File: config.mk
export PLATFORM = sky130hd
export DESIGN_NAME = pipeline_hazard_ctrl
export DESIGN_NICKNAME = d
export VERILOG_FILES = /design/src/rtl/hazard_pkg.sv /design/src/rtl/load_use_detect.sv /design/src/rtl/pipeline_hazard_ctrl.sv
export SDC_FILE = /design/constraint.sdc
export NUM_CORES = 1
export LEC_CHECK = 0
export BUFFER_PORTS_ARGS = -buffer_cell sky130_fd_sc_hd__clkbuf_2
export CAP_MARGIN = 20
export CELL_PAD_IN_SITES_DETAIL_PLACEMENT = 0
export CELL_PAD_IN_SITES_GLOBAL_PLACEMENT = 2
export CORE_AREA = 3 3 130 132
export CTS_CLUSTER_DIAMETER = 200
export DETAILED_ROUTE_END_ITERATION = 8
export DIE_AREA = 0 0 133 135
export HOLD_SLACK_MARGIN = 0.15
export PLACE_DENSITY_LB_ADDON = 0.1
export SLEW_MARGIN = 20
export SYNTH_ARGS = -nofsm -noshare
export SYNTH_HDL_FRONTEND = slang
export SYNTH_SLANG_ARGS = --single-unit
File: constraint.sdc
create_clock -name clk_i -period 2.85 [get_ports clk_i]
set_input_delay 0.1425 -clock clk_i [delete_from_list [all_inputs] [get_ports clk_i]]
set_output_delay 0.1425 -clock clk_i [all_outputs]
set_load 0.02 [all_outputs]
File: src/rtl/hazard_pkg.sv
// Shared types, exception codes and redirect vectors for the hazard controller.
package hazard_pkg;

    localparam int unsigned XLEN    = 32;
    localparam int unsigned REG_W   = 5;
    localparam int unsigned CODE_W  = 5;
    localparam int unsigned DRAIN_W = 3;

    // Exception codes as reported by the exception stage
    localparam logic [CODE_W-1:0] EXC_INT  = 5'h00;
    localparam logic [CODE_W-1:0] EXC_SYS  = 5'h08;
    localparam logic [CODE_W-1:0] EXC_BRK  = 5'h09;
    localparam logic [CODE_W-1:0] EXC_RI   = 5'h0a;
    localparam logic [CODE_W-1:0] EXC_OV   = 5'h0c;
    localparam logic [CODE_W-1:0] EXC_TRAP = 5'h0d;
    localparam logic [CODE_W-1:0] EXC_ERET = 5'h0e;

    localparam logic [XLEN-1:0] INT_VEC_DEF = 32'h0000_0020;
    localparam logic [XLEN-1:0] EXC_VEC_DEF = 32'h0000_0040;

    typedef enum logic [1:0] {
        HZ_IDLE     = 2'd0,
        HZ_REDIRECT = 2'd1,
        HZ_DRAIN    = 2'd2
    } hz_state_e;

    // Redirect target for a given exception code; unknown codes go to the general vector
    function automatic logic [XLEN-1:0] exc_target(
        input logic [CODE_W-1:0] code,
        input logic [XLEN-1:0]   epc,
        input logic [XLEN-1:0]   int_vec,
        input logic [XLEN-1:0]   exc_vec
    );
        logic [XLEN-1:0] tgt;
        case (code)
            EXC_INT:                                   tgt = int_vec;
            EXC_SYS, EXC_BRK, EXC_RI, EXC_OV, EXC_TRAP: tgt = exc_vec;
            EXC_ERET:                                  tgt = epc;
            default:                                   tgt = exc_vec;
        endcase
        return tgt;
    endfunction

endpackage

File: src/rtl/load_use_detect.sv
// Load-use hazard detection between ID sources and in-flight loads.
module load_use_detect
    import hazard_pkg::*;
#(
    parameter int unsigned LOAD_DEPTH = 1
) (
    input  logic [LOAD_DEPTH-1:0]       ld_valid_i,
    input  logic [LOAD_DEPTH*REG_W-1:0] ld_wd_i,
    input  logic [REG_W-1:0]            id_rs_i,
    input  logic [REG_W-1:0]            id_rt_i,
    input  logic                        id_reg1_read_i,
    input  logic                        id_reg2_read_i,
    output logic                        lu_c_o
);

    logic [REG_W-1:0] wd;

    // Any load whose non-zero destination matches a register ID actually reads
    always_comb begin
        lu_c_o = 1'b0;
        wd     = '0;
        for (int j = 0; j < int'(LOAD_DEPTH); j++) begin
            wd = ld_wd_i[j*REG_W +: REG_W];
            if (ld_valid_i[j] && (wd != '0) &&
                (((wd == id_rs_i) && id_reg1_read_i) ||
                 ((wd == id_rt_i) && id_reg2_read_i))) begin
                lu_c_o = 1'b1;
            end
        end
    end

endmodule

File: src/rtl/pipeline_hazard_ctrl.sv
// Stall/flush controller: merges stall requests, takes exceptions, drives PC redirect.
module pipeline_hazard_ctrl
    import hazard_pkg::*;
#(
    parameter int unsigned     NUM_STAGES = 5,
    parameter int unsigned     LOAD_DEPTH = 1,
    parameter int unsigned     EXC_STAGE  = 3,
    parameter int unsigned     FLUSH_CYC  = 1,
    parameter logic [XLEN-1:0] INT_VEC    = INT_VEC_DEF,
    parameter logic [XLEN-1:0] EXC_VEC    = EXC_VEC_DEF
) (
    input  logic                        clk_i,
    input  logic                        rst_ni,
    input  logic [NUM_STAGES-1:0]       req_stall_i,
    input  logic [LOAD_DEPTH-1:0]       ld_valid_i,
    input  logic [LOAD_DEPTH*REG_W-1:0] ld_wd_i,
    input  logic [REG_W-1:0]            id_rs_i,
    input  logic [REG_W-1:0]            id_rt_i,
    input  logic                        id_reg1_read_i,
    input  logic                        id_reg2_read_i,
    input  logic                        exc_valid_i,
    input  logic [CODE_W-1:0]           exc_code_i,
    input  logic [XLEN-1:0]             cp0_epc_i,
    output logic [NUM_STAGES-1:0]       stall_o,
    output logic [NUM_STAGES-1:0]       flush_o,
    output logic                        redirect_o,
    output logic [XLEN-1:0]             redirect_pc_o,
    output logic [XLEN-1:0]             stall_cnt_o,
    output logic [XLEN-1:0]             flush_cnt_o
);

    // Stages 0..EXC_STAGE are squashed when an exception is taken
    localparam logic [NUM_STAGES-1:0] EXC_MASK =
        NUM_STAGES'((64'd1 << (EXC_STAGE + 1)) - 64'd1);

    logic                  lu;
    logic [NUM_STAGES-1:0] eff_req;
    logic [NUM_STAGES-1:0] stall_base;
    logic [NUM_STAGES-1:0] flush_base;
    logic                  any_req;
    logic                  take;
    logic [XLEN-1:0]       target;

    hz_state_e             state_q, state_d;
    logic [DRAIN_W-1:0]    drain_q, drain_d;
    logic                  redirect_q;
    logic [XLEN-1:0]       redirect_pc_q;
    logic [XLEN-1:0]       stall_cnt_q;
    logic [XLEN-1:0]       flush_cnt_q;

    load_use_detect #(
        .LOAD_DEPTH (LOAD_DEPTH)
    ) u_load_use_detect (
        .ld_valid_i     (ld_valid_i),
        .ld_wd_i        (ld_wd_i),
        .id_rs_i        (id_rs_i),
        .id_rt_i        (id_rt_i),
        .id_reg1_read_i (id_reg1_read_i),
        .id_reg2_read_i (id_reg2_read_i),
        .lu_c_o         (lu)
    );

    // Effective per-stage request: load-use stalls ID
    always_comb begin
        eff_req    = req_stall_i;
        eff_req[1] = req_stall_i[1] | lu;
    end

    // Stall everything at or before the oldest requester, bubble the stage just after it
    always_comb begin
        stall_base = '0;
        flush_base = '0;
        any_req    = 1'b0;
        for (int k = int'(NUM_STAGES) - 1; k >= 0; k--) begin
            any_req       = any_req | eff_req[k];
            stall_base[k] = any_req;
        end
        for (int k = 1; k < int'(NUM_STAGES); k++) begin
            flush_base[k] = stall_base[k-1] & ~stall_base[k];
        end
    end

    assign take   = exc_valid_i & ~stall_base[EXC_STAGE] & (state_q == HZ_IDLE);
    assign target = exc_target(exc_code_i, cp0_epc_i, INT_VEC, EXC_VEC);

    // Final stall/flush: an exception squashes and overrides stalls; redirect keeps IF flushed
    always_comb begin
        stall_o = stall_base;
        flush_o = flush_base;
        if (take) begin
            stall_o = '0;
            flush_o = EXC_MASK;
        end
        if (state_q != HZ_IDLE) begin
            flush_o[0] = 1'b1;
        end
    end

    // Redirect sequencer next state
    always_comb begin
        state_d = state_q;
        drain_d = drain_q;
        case (state_q)
            HZ_IDLE: begin
                if (take) begin
                    state_d = HZ_REDIRECT;
                end
            end
            HZ_REDIRECT: begin
                if (FLUSH_CYC > 0) begin
                    state_d = HZ_DRAIN;
                    drain_d = DRAIN_W'(FLUSH_CYC - 1);
                end else begin
                    state_d = HZ_IDLE;
                end
            end
            HZ_DRAIN: begin
                if (drain_q == '0) begin
                    state_d = HZ_IDLE;
                end else begin
                    drain_d = drain_q - DRAIN_W'(1);
                end
            end
            default: state_d = HZ_IDLE;
        endcase
    end

    // Sequencer state, redirect strobe/target and saturating event counters
    always_ff @(posedge clk_i or negedge rst_ni) begin
        if (!rst_ni) begin
            state_q       <= HZ_IDLE;
            drain_q       <= '0;
            redirect_q    <= 1'b0;
            redirect_pc_q <= '0;
            stall_cnt_q   <= '0;
            flush_cnt_q   <= '0;
        end else begin
            state_q    <= state_d;
            drain_q    <= drain_d;
            redirect_q <= take;
            if (take) begin
                redirect_pc_q <= target;
            end
            if ((|stall_o) && (stall_cnt_q != '1)) begin
                stall_cnt_q <= stall_cnt_q + XLEN'(1);
            end
            if (take && (flush_cnt_q != '1)) begin
                flush_cnt_q <= flush_cnt_q + XLEN'(1);
            end
        end
    end

    assign redirect_o    = redirect_q;
    assign redirect_pc_o = redirect_pc_q;
    assign stall_cnt_o   = stall_cnt_q;
    assign flush_cnt_o   = flush_cnt_q;

endmodule

==> flow_summary.toml <==
[final_layout]
antenna-diode-count = 0
seqCellArea_mm2 = 0.00255
n_fill_cell = 1563
final_util_pct = 41.2
area_growth_syn_to_layout_pct = 38.2
final_cell_area_mm2 = 0.00652
final_cells = 847
drive_gt1_share_pct = 34.5
nNetsFinal = 694
multi_input_area_mm2 = 0.00207

[global_routing]
antenna_found_initial = 0
grt_pass1_wl_um = 21600
grtUsageTotal_pct = 14.9
grt_overflow = 0
grt_max_degree = 55
grt_pass1_vias = 4085

[clock_network]
cts_tree = "done"
cts_num_sinks = 102
numCtsBuffers = 9
holdBufCountCts = 33
cts_resized = 0
clk-insertion-delay-late_ns = 0.34
cts.clk_slew.worst_paths_ns = 0.07
cts_root_buf = "clkbuf_16"
htreeDepth = 3
cts_max_path_buffers = 2
post_cts_buffers = 0

[synth]
synthFlopType = "dfrtp_1"
avgSynthCellArea_um2 = 11.2
synth.distinct_cells = 50
synth-seq-cells = 102
synth.cell_area_mm2 = 0.00472
syn_inst = 421
ys_warn_count = 0
synthTopCellsByArea = "dfrtp_1 (54%), xnor2_1 (8.2%), a22o_1 (5.9%), xor2_1 (5.2%), nand4_1 (3.3%)"
yosysMostFrequentCell = "dfrtp_1"
synth-seq-area-share_pct = 54.1
synth_fp_nets = 488
synthArstFlopShare_pct = 100
yosys-top-cells-count = "dfrtp_1 (102), xnor2_1 (44), nand2_1 (41)"
yosys.area.top_type = "dfrtp_1"
yosysTopAreaCellShare_pct = 54.1
synth_edf_count = 0

[critical_path]
crit_arrival_ns = 2.53
critPathCaptureType = "register"
critical_path_class = "register to register"
worst_ep_required_time_ns = 3.06
critical_path.max_fanout = 15
critPathBufInv = 0
crit_chain = "ha_1, and4_2, nand3_1, or4_4, nand3_2, nor4_1, xor2_1"
worstSetupStartpointType = "register"
critPathMaxStageDelay_ns = 0.57
cpLargestDelayFamily = "simple AND/OR/NAND/NOR gates"
worst_path_max_delay_cell = "or4_4"

[floorplan]
die_area_mm2 = 0.0180
ios = 170
start_util_pct = 29.8
die_w_um = 133
fp-row-count = 46
fp.coreArea_mm2 = 0.0158
die_h_um = 135

[timing]
skew_ns = 0.00566
finalSetupViolations = 0
relSlewSlack_pct = 50.7
tightest_slew_ns = 0.740
timing_hold_violations_final = 0
period_needed_ns = 2.32
tns_ns = 0
drv_slew = 0
min_period_over_period_pct = 81.3
rsz0062_at_grt = "false"
fmax_mhz = 431

[placement]
place_congestion = 0.752
dpl.cell_count = 799
dp_hpwl_um = 9760
placed_cell_area_mm2 = 0.00584
port_buffers = 169

[job]
maxCapViolations = 0

[detailed_routing]
drt_iter0_drc = 173
detail-route-antenna-nets = 0
detail_route.wl_per_cell_um = 15.6
drt-total-wl_um = 13200
drc_errors = 0
vias = 3966
first_pass_iters = 4
via_per_inst = 4.68

[power]
peakVddDrop_v = 0.000376
power_mw = 3.72
p_leak_nw = 3.30
p_per_area_mw_per_mm2 = 571

[status]
status = "finished clean"

[hold_path]
min_path_type = "input port to register"
## final cells by class
cell class,count,area share (%)
Clock buffer,12,4.09
Clock inverter,3,1.38
Inverter,12,0.690
Multi-Input combinational cell,295,31.7
Sequential cell,102,39.1
Tap cell,216,4.14
Timing Repair Buffer,207,18.8
## registers in the layout (all words and copies together), names as in the netlist
signal	flops
flush_cnt_o	32
redirect_pc_o	32
stall_cnt_o	32
drain_q	3
state_q	2
redirect_o	1
## stage by stage
step           worst slack [ns]  hold WS [ns]
6_report                  0.532         0.186
5_1_grt                   0.386         0.199
4_1_cts                   0.513         0.174
3_5_place_dp              0.518         0.258
3_3_place_gp              0.537         0.249
2_1_floorplan             0.601        -0.153
## cell usage in the layout, fill, tap and decap left out, types with 2 or more instances in the layout
master,netlist,routed
a211oi_1,2,2
and4_1,4,4
or4_4,2,2
dlygate4sd3_1,0,33
nor2b_1,2,2
bufinv_16,0,3
a21oi_1,5,5
o22ai_1,2,2
nor2_1,15,15
clkbuf_16,0,9
nor2_2,2,2
clkbuf_8,0,3
or2_2,2,2
xnor2_1,44,44
nand2_1,41,41
and3_1,4,4
nand3_1,16,16
nor3_1,9,9
or4_1,3,3
and2_2,2,2
and2_1,3,3
o21ai_0,4,4
nand3_2,3,3
clkbuf_2,0,168
or3_1,2,2
ha_1,4,4
and4_2,2,2
xor2_1,28,28
nor4_2,1,2
nor4_1,13,12
buf_4,1,5
dfrtp_1,102,102
a21o_1,2,2
and3_2,6,6
a22o_1,32,32
nand4_1,25,25
inv_1,12,12
## report_power, final
part / internal, mW / switching [mW]
combinational: 0.242 / 0.339
clock: 0.926 / 0.536
sequential: 1.54 / 0.140
## worst paths after layout
| kind | start | to | slack (ns) | cells after the start |
|---|---|---|---|---|
| max reg2reg | stall_cnt_o[0] | stall_cnt_o[23] | 0.53 | 7 |
| min reg2reg | stall_cnt_o[23] | stall_cnt_o[23] | 0.49 | 1 |
| min in group asynchronous | rst_ni | stall_cnt_o[23] | 0.40 | 2 |
| max | stall_cnt_o[0] | stall_cnt_o[23] | 0.53 | 7 |
| max in group asynchronous | rst_ni | redirect_pc_o[23] | 1.71 | 3 |
| min | exc_valid_i | redirect_o | 0.19 | 3 |
## tightest hold or removal path, cell delays in order
cell and delay (ns):
clkbuf_2 0.09, nand3_1 0.08, inv_1 0.13
## routing by layer
| layer | GRT usage [%] | routed length (µm) | vias up |
|---|---|---|---|
| li1 | - | - | 1923 |
| met1 | 20.1 | 6010 | 1901 |
| met5 | 0 | 0 | - |
| met2 | 23.3 | 6200 | 127 |
| met4 | 5.54 | 236 | 0 |
| met3 | 3.46 | 739 | 15 |
## logic make-up after synthesis
logic type / count (synthesis) / synth area share [%]
AO/OA/AOI/OAI: 52 / 8.70
flip-flops: 102 / 54.1
buffers and inverters: 24 / 2.17
XOR/XNOR: 72 / 13.4
multiplexers: 1 / 0.239
adder cells (fa/ha/maj): 4 / 1.06
AND/OR/NAND/NOR: 166 / 20.4
Power figures use the tool's default switching activity.
